File: src/rtl/wave_pkg.sv
// Shared constants and encodings for the wave capture stage and the display FSM
// that reads its frozen record.
package wave_pkg;

    localparam int CHANNELS    = 5;
    localparam int DEPTH       = 15;
    localparam int PRETRIG     = 3;
    localparam int SYNC_STAGES = 2;

    localparam int CHAN_W = 3;
    localparam int IDX_W  = 4;
    localparam int MODE_W = 2;

    typedef enum logic [2:0] {
        IDLE,
        FILL,
        WAIT_TRIG,
        POST,
        DONE
    } state_e;

    typedef enum logic [MODE_W-1:0] {
        TRIG_ANY  = 2'b00,
        TRIG_RISE = 2'b01,
        TRIG_FALL = 2'b10,
        TRIG_IMM  = 2'b11
    } trig_mode_e;

endpackage

File: src/rtl/wave_capture_if.sv
// Control and read-port bundle between the capture stage (slave) and the
// drawing FSM (master).
interface wave_capture_if;
    import wave_pkg::*;

    logic              arm;
    logic              abort;
    logic [CHAN_W-1:0] trig_sel;
    logic [MODE_W-1:0] trig_mode;
    logic              busy;
    logic              done;
    logic [CHAN_W-1:0] rd_chan;
    logic [IDX_W-1:0]  rd_idx;
    logic              rd_bit;

    modport master (
        output arm, abort, trig_sel, trig_mode, rd_chan, rd_idx,
        input  busy, done, rd_bit
    );

    modport slave (
        input  arm, abort, trig_sel, trig_mode, rd_chan, rd_idx,
        output busy, done, rd_bit
    );

endinterface

File: src/rtl/wave_capture_edge_sync.sv
// Multi-flop synchroniser over the probe bus, a one-cycle rising-edge pulse on
// bit 0 (target sample clock) and the data vector delayed by one cycle.
module edge_sync
    import wave_pkg::*;
#(
    parameter int WIDTH  = CHANNELS + 1,
    parameter int STAGES = SYNC_STAGES
) (
    input  logic             clk,
    input  logic             rst,
    input  logic [WIDTH-1:0] din,
    output logic             edge_pulse,
    output logic [WIDTH-1:1] data_d
);

    logic [WIDTH-1:0] sync_q [STAGES];
    logic [WIDTH-1:0] dly_q;

    always_ff @(posedge clk) begin
        if (rst) begin
            for (int s = 0; s < STAGES; s++) sync_q[s] <= '0;
            dly_q <= '0;
        end else begin
            sync_q[0] <= din;
            for (int s = 1; s < STAGES; s++) sync_q[s] <= sync_q[s-1];
            dly_q <= sync_q[STAGES-1];
        end
    end

    // Data is taken from the cycle before the pulse, i.e. the setup side of the edge.
    assign edge_pulse = sync_q[STAGES-1][0] & ~dly_q[0];
    assign data_d     = dly_q[WIDTH-1:1];

endmodule

File: src/rtl/wave_capture.sv
// Pre/post-trigger logic-analyser capture: fills history, waits for a trigger
// edge, records the post-trigger samples and freezes a DEPTH-sample record.
module wave_capture
    import wave_pkg::*;
(
    input  logic              clk,
    input  logic              rst,
    input  logic [CHANNELS:0] logic_in,
    wave_capture_if.slave     bus
);

    localparam logic [IDX_W-1:0]  PRE_CNT  = IDX_W'(PRETRIG);
    localparam logic [IDX_W-1:0]  POST_CNT = IDX_W'(DEPTH - PRETRIG);
    localparam logic [CHAN_W-1:0] CHAN_LIM = CHAN_W'(CHANNELS);

    state_e              state_q, state_d;
    logic [IDX_W-1:0]    cnt_q, cnt_d;
    logic                edge_pulse;
    logic [CHANNELS:1]   data_d;
    logic [DEPTH-1:0]    sample_buf [CHANNELS];
    logic                busy, done, shift_en;
    logic [CHAN_W-1:0]   trig_ch;
    logic                trig_new, trig_old, trig_hit;
    logic [2**IDX_W-1:0] rd_word;

    edge_sync u_sync (
        .clk        (clk),
        .rst        (rst),
        .din        (logic_in),
        .edge_pulse (edge_pulse),
        .data_d     (data_d)
    );

    always_ff @(posedge clk) begin
        if (rst) begin
            state_q <= IDLE;
            cnt_q   <= '0;
        end else begin
            state_q <= state_d;
            cnt_q   <= cnt_d;
        end
    end

    // NOTE: cnt_d is read back after being assigned in the same combinational
    // pass; blocking assignment makes that read see the freshly computed value.
    always_comb begin
        state_d = state_q;
        cnt_d   = cnt_q;
        if (bus.abort) begin
            state_d = IDLE;
        end else begin
            case (state_q)
                IDLE, DONE: if (bus.arm) begin
                    state_d = FILL;
                    cnt_d   = '0;
                end
                FILL: if (edge_pulse) begin
                    cnt_d = cnt_q + 1'b1;
                    if (cnt_d == PRE_CNT) state_d = WAIT_TRIG;
                end
                WAIT_TRIG: if (edge_pulse && trig_hit) begin
                    cnt_d   = IDX_W'(1);
                    state_d = (cnt_d == POST_CNT) ? DONE : POST;
                end
                POST: if (edge_pulse) begin
                    cnt_d = cnt_q + 1'b1;
                    if (cnt_d == POST_CNT) state_d = DONE;
                end
                default: state_d = IDLE;
            endcase
        end
    end

    always_comb begin
        busy = 1'b0;
        done = 1'b0;
        case (state_q)
            FILL, WAIT_TRIG, POST: busy = 1'b1;
            DONE:                  done = 1'b1;
            default:               ;
        endcase
    end

    assign bus.busy = busy;
    assign bus.done = done;
    assign shift_en = edge_pulse & busy & ~bus.abort;

    // Trigger compares the incoming sample with the current newest entry.
    assign trig_ch = (bus.trig_sel < CHAN_LIM) ? bus.trig_sel : '0;

    always_comb begin
        trig_new = 1'b0;
        trig_old = 1'b0;
        trig_hit = 1'b0;
        for (int c = 0; c < CHANNELS; c++) begin
            if (trig_ch == CHAN_W'(c)) begin
                trig_new = data_d[c+1];
                trig_old = sample_buf[c][DEPTH-1];
            end
        end
        case (trig_mode_e'(bus.trig_mode))
            TRIG_ANY:  trig_hit = trig_new ^ trig_old;
            TRIG_RISE: trig_hit = trig_new & ~trig_old;
            TRIG_FALL: trig_hit = ~trig_new & trig_old;
            TRIG_IMM:  trig_hit = 1'b1;
            default:   trig_hit = 1'b0;
        endcase
    end

    // NOTE: the sample buffer is small flop storage that must read back as all
    // zeros after reset, so it is cleared explicitly rather than left as RAM.
    always_ff @(posedge clk) begin
        if (rst) begin
            for (int c = 0; c < CHANNELS; c++) sample_buf[c] <= '0;
        end else if (shift_en) begin
            for (int c = 0; c < CHANNELS; c++)
                sample_buf[c] <= {data_d[c+1], sample_buf[c][DEPTH-1:1]};
        end
    end

    // Zero-padded word makes out-of-range channels and indices read as 0.
    always_comb begin
        rd_word = '0;
        for (int c = 0; c < CHANNELS; c++)
            if (bus.rd_chan == CHAN_W'(c)) rd_word[DEPTH-1:0] = sample_buf[c];
    end

    always_ff @(posedge clk) begin
        if (rst) bus.rd_bit <= 1'b0;
        else     bus.rd_bit <= rd_word[bus.rd_idx];
    end

endmodule

File: src/flat_wrapper.sv
// flat-port wrapper written by rule: the top's interface ports become plain ports
module wave_capture_flat import wave_pkg::*;
  (clk, rst, logic_in, bus_arm, bus_abort, bus_trig_sel, bus_trig_mode, bus_rd_chan, bus_rd_idx, bus_busy, bus_done, bus_rd_bit);
  wave_capture_if bus_i ();
  input  logic clk;
  input  logic rst;
  input  logic [CHANNELS:0] logic_in;
  input wire logic [$bits(bus_i.arm)-1:0] bus_arm;
  input wire logic [$bits(bus_i.abort)-1:0] bus_abort;
  input wire logic [$bits(bus_i.trig_sel)-1:0] bus_trig_sel;
  input wire logic [$bits(bus_i.trig_mode)-1:0] bus_trig_mode;
  input wire logic [$bits(bus_i.rd_chan)-1:0] bus_rd_chan;
  input wire logic [$bits(bus_i.rd_idx)-1:0] bus_rd_idx;
  output wire logic [$bits(bus_i.busy)-1:0] bus_busy;
  output wire logic [$bits(bus_i.done)-1:0] bus_done;
  output wire logic [$bits(bus_i.rd_bit)-1:0] bus_rd_bit;
  assign bus_i.arm = bus_arm;
  assign bus_i.abort = bus_abort;
  assign bus_i.trig_sel = bus_trig_sel;
  assign bus_i.trig_mode = bus_trig_mode;
  assign bus_i.rd_chan = bus_rd_chan;
  assign bus_i.rd_idx = bus_rd_idx;
  assign bus_busy = bus_i.busy;
  assign bus_done = bus_i.done;
  assign bus_rd_bit = bus_i.rd_bit;
  wave_capture u_core (.clk(clk), .rst(rst), .logic_in(logic_in), .bus(bus_i));
endmodule
File: config.mk
export PLATFORM = sky130hd
export DESIGN_NAME = wave_capture_flat
export DESIGN_NICKNAME = d
export VERILOG_FILES = /design/src/rtl/wave_pkg.sv /design/src/rtl/wave_capture_if.sv /design/src/rtl/wave_capture_edge_sync.sv /design/src/rtl/wave_capture.sv /design/src/flat_wrapper.sv
export SDC_FILE = /design/constraint.sdc
export NUM_CORES = 1
export LEC_CHECK = 0
export BUFFER_PORTS_ARGS = -buffer_cell sky130_fd_sc_hd__buf_2
export CAP_MARGIN = 10
export CORE_MARGIN = 8
export CORE_UTILIZATION = 55
export DETAILED_ROUTE_END_ITERATION = 8
export GPL_TIMING_DRIVEN = 1
export PLACE_DENSITY = 0.8
export REMOVE_ABC_BUFFERS = 1
export SYNTH_ARGS = -nofsm -noshare
export SYNTH_HDL_FRONTEND = slang
export SYNTH_SLANG_ARGS = --single-unit
File: constraint.sdc
create_clock -name clk -period 11.85 [get_ports clk]
set_input_delay 0.5925 -clock clk [delete_from_list [all_inputs] [get_ports clk]]
set_output_delay 0.5925 -clock clk [all_outputs]
set_load 0.02 [all_outputs]
After elaboration in Yosys (flattened, before gate mapping):

Memory sizes are Yosys's and may differ from the RTL's.
Index checks and enable logic that the tools add are counted.

* register bits: 14
* RAM bits: 87
* input bits: 22
* output and inout port bits: 3
* word-level logic and storage cells: 107
* memories kept: 2

* $add $sub $neg: 1
* order comparisons: 2
* eq/ne operators: 24
* muxes and demuxes: 45
* bitwise gates (word level): 17
* reductions and logical operators: 12

Memory list
* u_core.sample_buf: words 5, width 15, read ports 5, clocked after memory_dff 0, wr ports 5, line wave_capture.sv:20 `logic [DEPTH-1:0] sample_buf [CHANNELS];`
* u_core.u_sync.sync_q: words 2, width 6, read ports 2, clocked after memory_dff 0, wr ports 2, line wave_capture_edge_sync.sv:16 `logic [WIDTH-1:0] sync_q [STAGES];`

Operators by type and width (number)
* 2-to-1 mux 15 bit: 10
* 2-to-1 mux 3 bit: 7
* 2-to-1 mux 1 bit: 19
* == test 3 x 2 -> 1 bit (second input constant): 6
* 2-to-1 mux 4 bit: 3
* 2-to-1 mux 6 bit: 2
* != test 2 x 1 -> 1 bit (second input constant): 6
* case mux 3 bit (4 select lines): 1
* case mux 4 bit (3 select lines): 1
* == test 3 x 1 -> 1 bit (second input constant): 3
* == test 3 bit (second input constant): 3
* zero test 3 bit: 3
* bitwise OR 1 bit: 7
* AND reduction 6 bit: 1
* OR reduction 2 bit: 3
* AND 1 bit: 5
* less-than comparator 4 x 5 -> 1 bit (second input constant): 1
* AND reduction 5 bit: 1
* adder 4 x 1 -> 4 bit (second input constant): 1
* binary-select mux 1 bit (select 4 bit): 1
* == test 2 bit (second input constant): 2
* == test 4 x 2 -> 1 bit (second input constant): 1
* == test 4 bit (second input constant): 1
* inverter 1 bit: 4
* other kinds (9): 9

Longest topological paths before layout:

* depth in word-level cells: 14
* mapped depth: 14
* gate-level depth less buffers: 13

Modules after synthesis:

A second synthesis with hierarchy kept.

* cell total of the unflattened synthesis: 402
* area, all modules: 4805.9 um2

Modules (own cells, without submodules)
* wave_capture: instances 1, cells each 359, area an instance 4272.8 um2
* edge_sync: instances 1, cells each 43, area an instance 533.0 um2

Worst setup path before layout:

Ideal clock, no wire load.

* path kind: register -> register
* from: register u_core.state_q[0]
* to: memory u_core.sample_buf[0][0] (enable)
* library setup time: 524 ps
* arrival: 4387 ps
* slack: 6939 ps
* stages on the path, launching flop included: 5
* path through: dfxtp_1 -> nor2_4 -> nor2_2 -> nand2_1 -> o21bai_1

RTL lines
* from (decl): line wave_capture.sv:16 `state_e state_q, state_d;`
* from (signal assigned): line wave_capture.sv:39 `state_q <= state_d;`
* to (decl): line wave_capture.sv:20

Final worst setup path:

* from: input port bus_trig_sel[0]
* to: register u_core.cnt_q[3]

* cells in the longest elaborated chain, start to end: 14
* elaborated cells on any way between the ends: 26

RTL lines
* from (decl): line flat_wrapper.sv:10 `input wire logic [$bits(bus_i.trig_sel)-1:0] bus_trig_sel;`
* less-than comparator 3 bit: line wave_capture.sv:89 `assign trig_ch = (bus.trig_sel < CHAN_LIM) ? bus.trig_sel : '0;`
* 2-to-1 mux 3 bit (*): line wave_capture.sv:89
* zero test 3 bit: line wave_capture.sv:96 `if (trig_ch == CHAN_W'(c)) begin`
* 2-to-1 mux 1 bit (5 in series): line wave_capture.sv:96
* inverter 1 bit, on equally long branches: line wave_capture.sv:104, wave_capture.sv:103
* AND 1 bit, on equally long branches: line wave_capture.sv:104, wave_capture.sv:103
* case mux 1 bit (4 select lines) (*): line wave_capture.sv:101 `case (trig_mode_e'(bus.trig_mode))`
* logical AND 1 bit (*): line wave_capture.sv:61 `WAIT_TRIG: if (edge_pulse && trig_hit) begin`
* != test 2 x 1 -> 1 bit (no line) (*)
* AND reduction 5 bit (no line) (*)
* to (signal assigned): line wave_capture.sv:40 `cnt_q <= cnt_d;`
* to (decl): line wave_capture.sv:17 `logic [IDX_W-1:0] cnt_q, cnt_d;`

Every way passes the cells marked *; elsewhere a longest branch is shown, timed or not.
A chain may end at the register's enable or synchronous reset.

==> flow_summary.toml <==
[grt]
first_global_vias = 2937
grt_pass1_wl_um = 14100
grt_usage = 0.152
antenna_found_initial = 0
grt_max_degree = 76
grt_overflow = 0

[critical_path]
r2r-start = "u_core.sample_buf[0][59]"
slowest_delay_ns = 0.52
cp_top_family = "simple AND/OR/NAND/NOR gates"
cp-start-kind = "primary input"
crit_buf_inv = 1
crit_top_cell = "nor2_1"
cp_slowest_cell = "or4_1"
worstPathArrival_ns = 3.72
crit_type = "in -> reg"
cp_cell_sequence = "buf_2 > nor2_1 > nor2_1 > nor2_1 > a31oi_1 > a21boi_1 > o221a_2 > ha_1 > nor2b_1 > o311ai_2 > a21boi_1 > or3_1 > or4_1 > a21oi_1"
cp.depth = 14
cp.required_ns = 12.14
cp_max_fo = 6
cp-end-kind = "flip-flop"
crit_path_start = "bus_trig_sel[0]"
r2r.worst_path.cells = 11

[logic_synthesis]
synth_warnings = 0
ys_seq_elements = 101
ys_seq_area_frac = 0.592
syn_avg_cell_area_um2 = 12.2
syn_inst = 385
synth.area.top_cells = "edfxtp_1 48%, dfxtp_1 11%, and2_1 10%"
yosys.area.top_type = "edfxtp_1"
async_flop_share = 0
synth_top_area_frac = 0.481
ys.flop_type = "edfxtp_1"
synth_edf_count = 75
ys_types = 48
syn_area_mm2 = 0.00468

[timing]
fin_tns_setup_ns = 0
setup_viol = 0
worst_slack_ns = 8.42
fin_crit_ns = 3.43
worst_slew_pin_slew_ns = 0.956
rsz0062_at_grt = "false"
fin_skew_ns = 0.0133
period_share = 0.289
hold_slack_ns = 0.443
max_freq_ghz = 0.292
slew_headroom = 0.362
finalHoldViolations = 0
slew_violations = 0

[finish]
fin_cells = 510
seq_area_mm2 = 0.00277
multi_input_area_mm2 = 0.00181
nFillCells = 626
finish.utilization = 0.617
diodes = 0
drive_above_1_share = 0.133
final_area_mm2 = 0.00507
area_delta_synth_final_pct = 8.34
fin_nets = 426

[power_and_ir_drop]
comb_power_share = 0.074
power_density_mw_per_mm2 = 131
cellLeakagePower_nw = 1.91
netSwitchingPower_mw = 0.153
swShare = 0.231
p_int_mw = 0.509
max-vdd-ir-drop_v = 0.0000805
clockPowerShare = 0.325
pwr-share-seq = 0.601
finalPower_mw = 0.662

[cts]
clkSlewWorstSetupHoldPaths_ns = 0.10
clock_sinks = 101
post_cts_buffers = 0
cts_made_buffers = 9
root_buffer = "clkbuf_8"
postCtsHoldBufs = 0
worstSkewPairLatency_ns = 0.36
htreeDepth = 3
cts_tree = "built"
clk_path_buf_depth = 2
cts_resized = 0

[die]
initial_core_util = 0.570
core_area_mm2 = 0.00822
io_pins = 25
die_area_mm2 = 0.0117
num_rows = 33
die_w_um = 108
die_h_um = 108

[route]
drc = 0
drt_first_pass_iters = 4
postRouteAntennaNets = 0
drt_wl_total_um = 8470
vias_per_cell = 5.75
drt-initial-drc-count = 202
wl_per_cell_um = 16.6
via_count = 2933

[hold_path]
min_path_cells = 1
min_from = "u_core.u_sync.sync_q[0][11]"
hp-class = "reg -> reg"

[place]
place_area_mm2 = 0.00488
dp_cells = 494
dp_slack_ns = 8.13
place_congestion = 0.903
dp_hpwl_um = 5370
io_buffers = 24

[outcome]
status = "complete, no violations"

[run]
maxCapViolCount = 0
-- power groups by stage --
stage	Sequential (mW)	Clock (mW)	Combinational, mW
floorplan	0.405	0	0.0287
global placement	0.405	0	0.0473
detailed placement	0.406	0	0.0484
CTS	0.398	0.220	0.0489
global route	0.399	0.232	0.0536
finish	0.398	0.215	0.0489
-- layout by cell type (no fill, tap or decap), types with 4 or more instances in the layout --
cell type	n
and2_1	76
edfxtp_1	75
mux2i_1	26
dfxtp_1	26
nor2_1	24
buf_2	24
nor2b_1	23
a21oi_1	10
inv_1	9
clkbuf_8	9
mux4_2	6
nor3_1	6
o21ai_0	6
nand2_1	5
o21ai_1	5
nand3b_1	4
nand2b_1	4
a211oi_1	4
nand3_1	4
ha_1	4
-- registers in the layout (all words and copies together) (netlist names) --
signal	flops
u_core.bus.rd_bit	1
u_core.u_sync.sync_q	12
u_core.u_sync.dly_q	6
u_core.cnt_q	4
u_core.sample_buf	75
u_core.state_q	3
-- logic make-up after synthesis --
kind of cell / count (synthesis) / share of synthesized area
AND/OR/NAND/NOR: 158 / 0.197
flip-flops: 101 / 0.592
AO/OA/AOI/OAI: 57 / 0.0863
multiplexers: 33 / 0.0868
buffers and inverters: 31 / 0.0256
adder cells (fa/ha/maj): 4 / 0.0107
XOR/XNOR: 1 / 0.00187
-- routing by layer --
| layer | up-vias | track usage | part of all wire |
|---|---|---|---|
| met5 | - | 0 | 0 |
| met4 | 0 | 0.0733 | 0.023 |
| met3 | 21 | 0.0321 | 0.051 |
| met2 | 82 | 0.234 | 0.46 |
| met1 | 1414 | 0.200 | 0.46 |
| li1 | 1416 | - | - |
-- synthesized netlist by cell type (4+ instances only) --
library cell,instances
o21ai_0,6
nand3_1,4
inv_1,9
o21ai_1,5
dfxtp_1,26
nand2_1,5
mux4_2,6
a211oi_1,4
and2_1,76
nand3b_1,4
clkbuf_1,15
nor2_1,24
mux2i_1,26
nor2b_1,23
nand2b_1,4
edfxtp_1,75
a21oi_1,10
nor3_1,7
ha_1,4
buf_1,4
-- worst paths after layout --
| check | to | slack [ns] |
|---|---|---|
| max | u_core.cnt_q[3] | 8.42 |
| max reg2reg | u_core.cnt_q[3] | 8.59 |
| min reg2reg | u_core.u_sync.dly_q[5] | 0.44 |
| min | u_core.u_sync.dly_q[5] | 0.44 |
-- final cells by class --
cell class	count	area share
Tap cell	105	0.0259
Sequential cell	101	0.546
Clock inverter	5	0.0123
Clock buffer	11	0.0259
Multi-Input combinational cell	253	0.356
Timing Repair Buffer	26	0.0266
Inverter	9	0.00666
No activity file was read; power rests on OpenSTA's default activity.
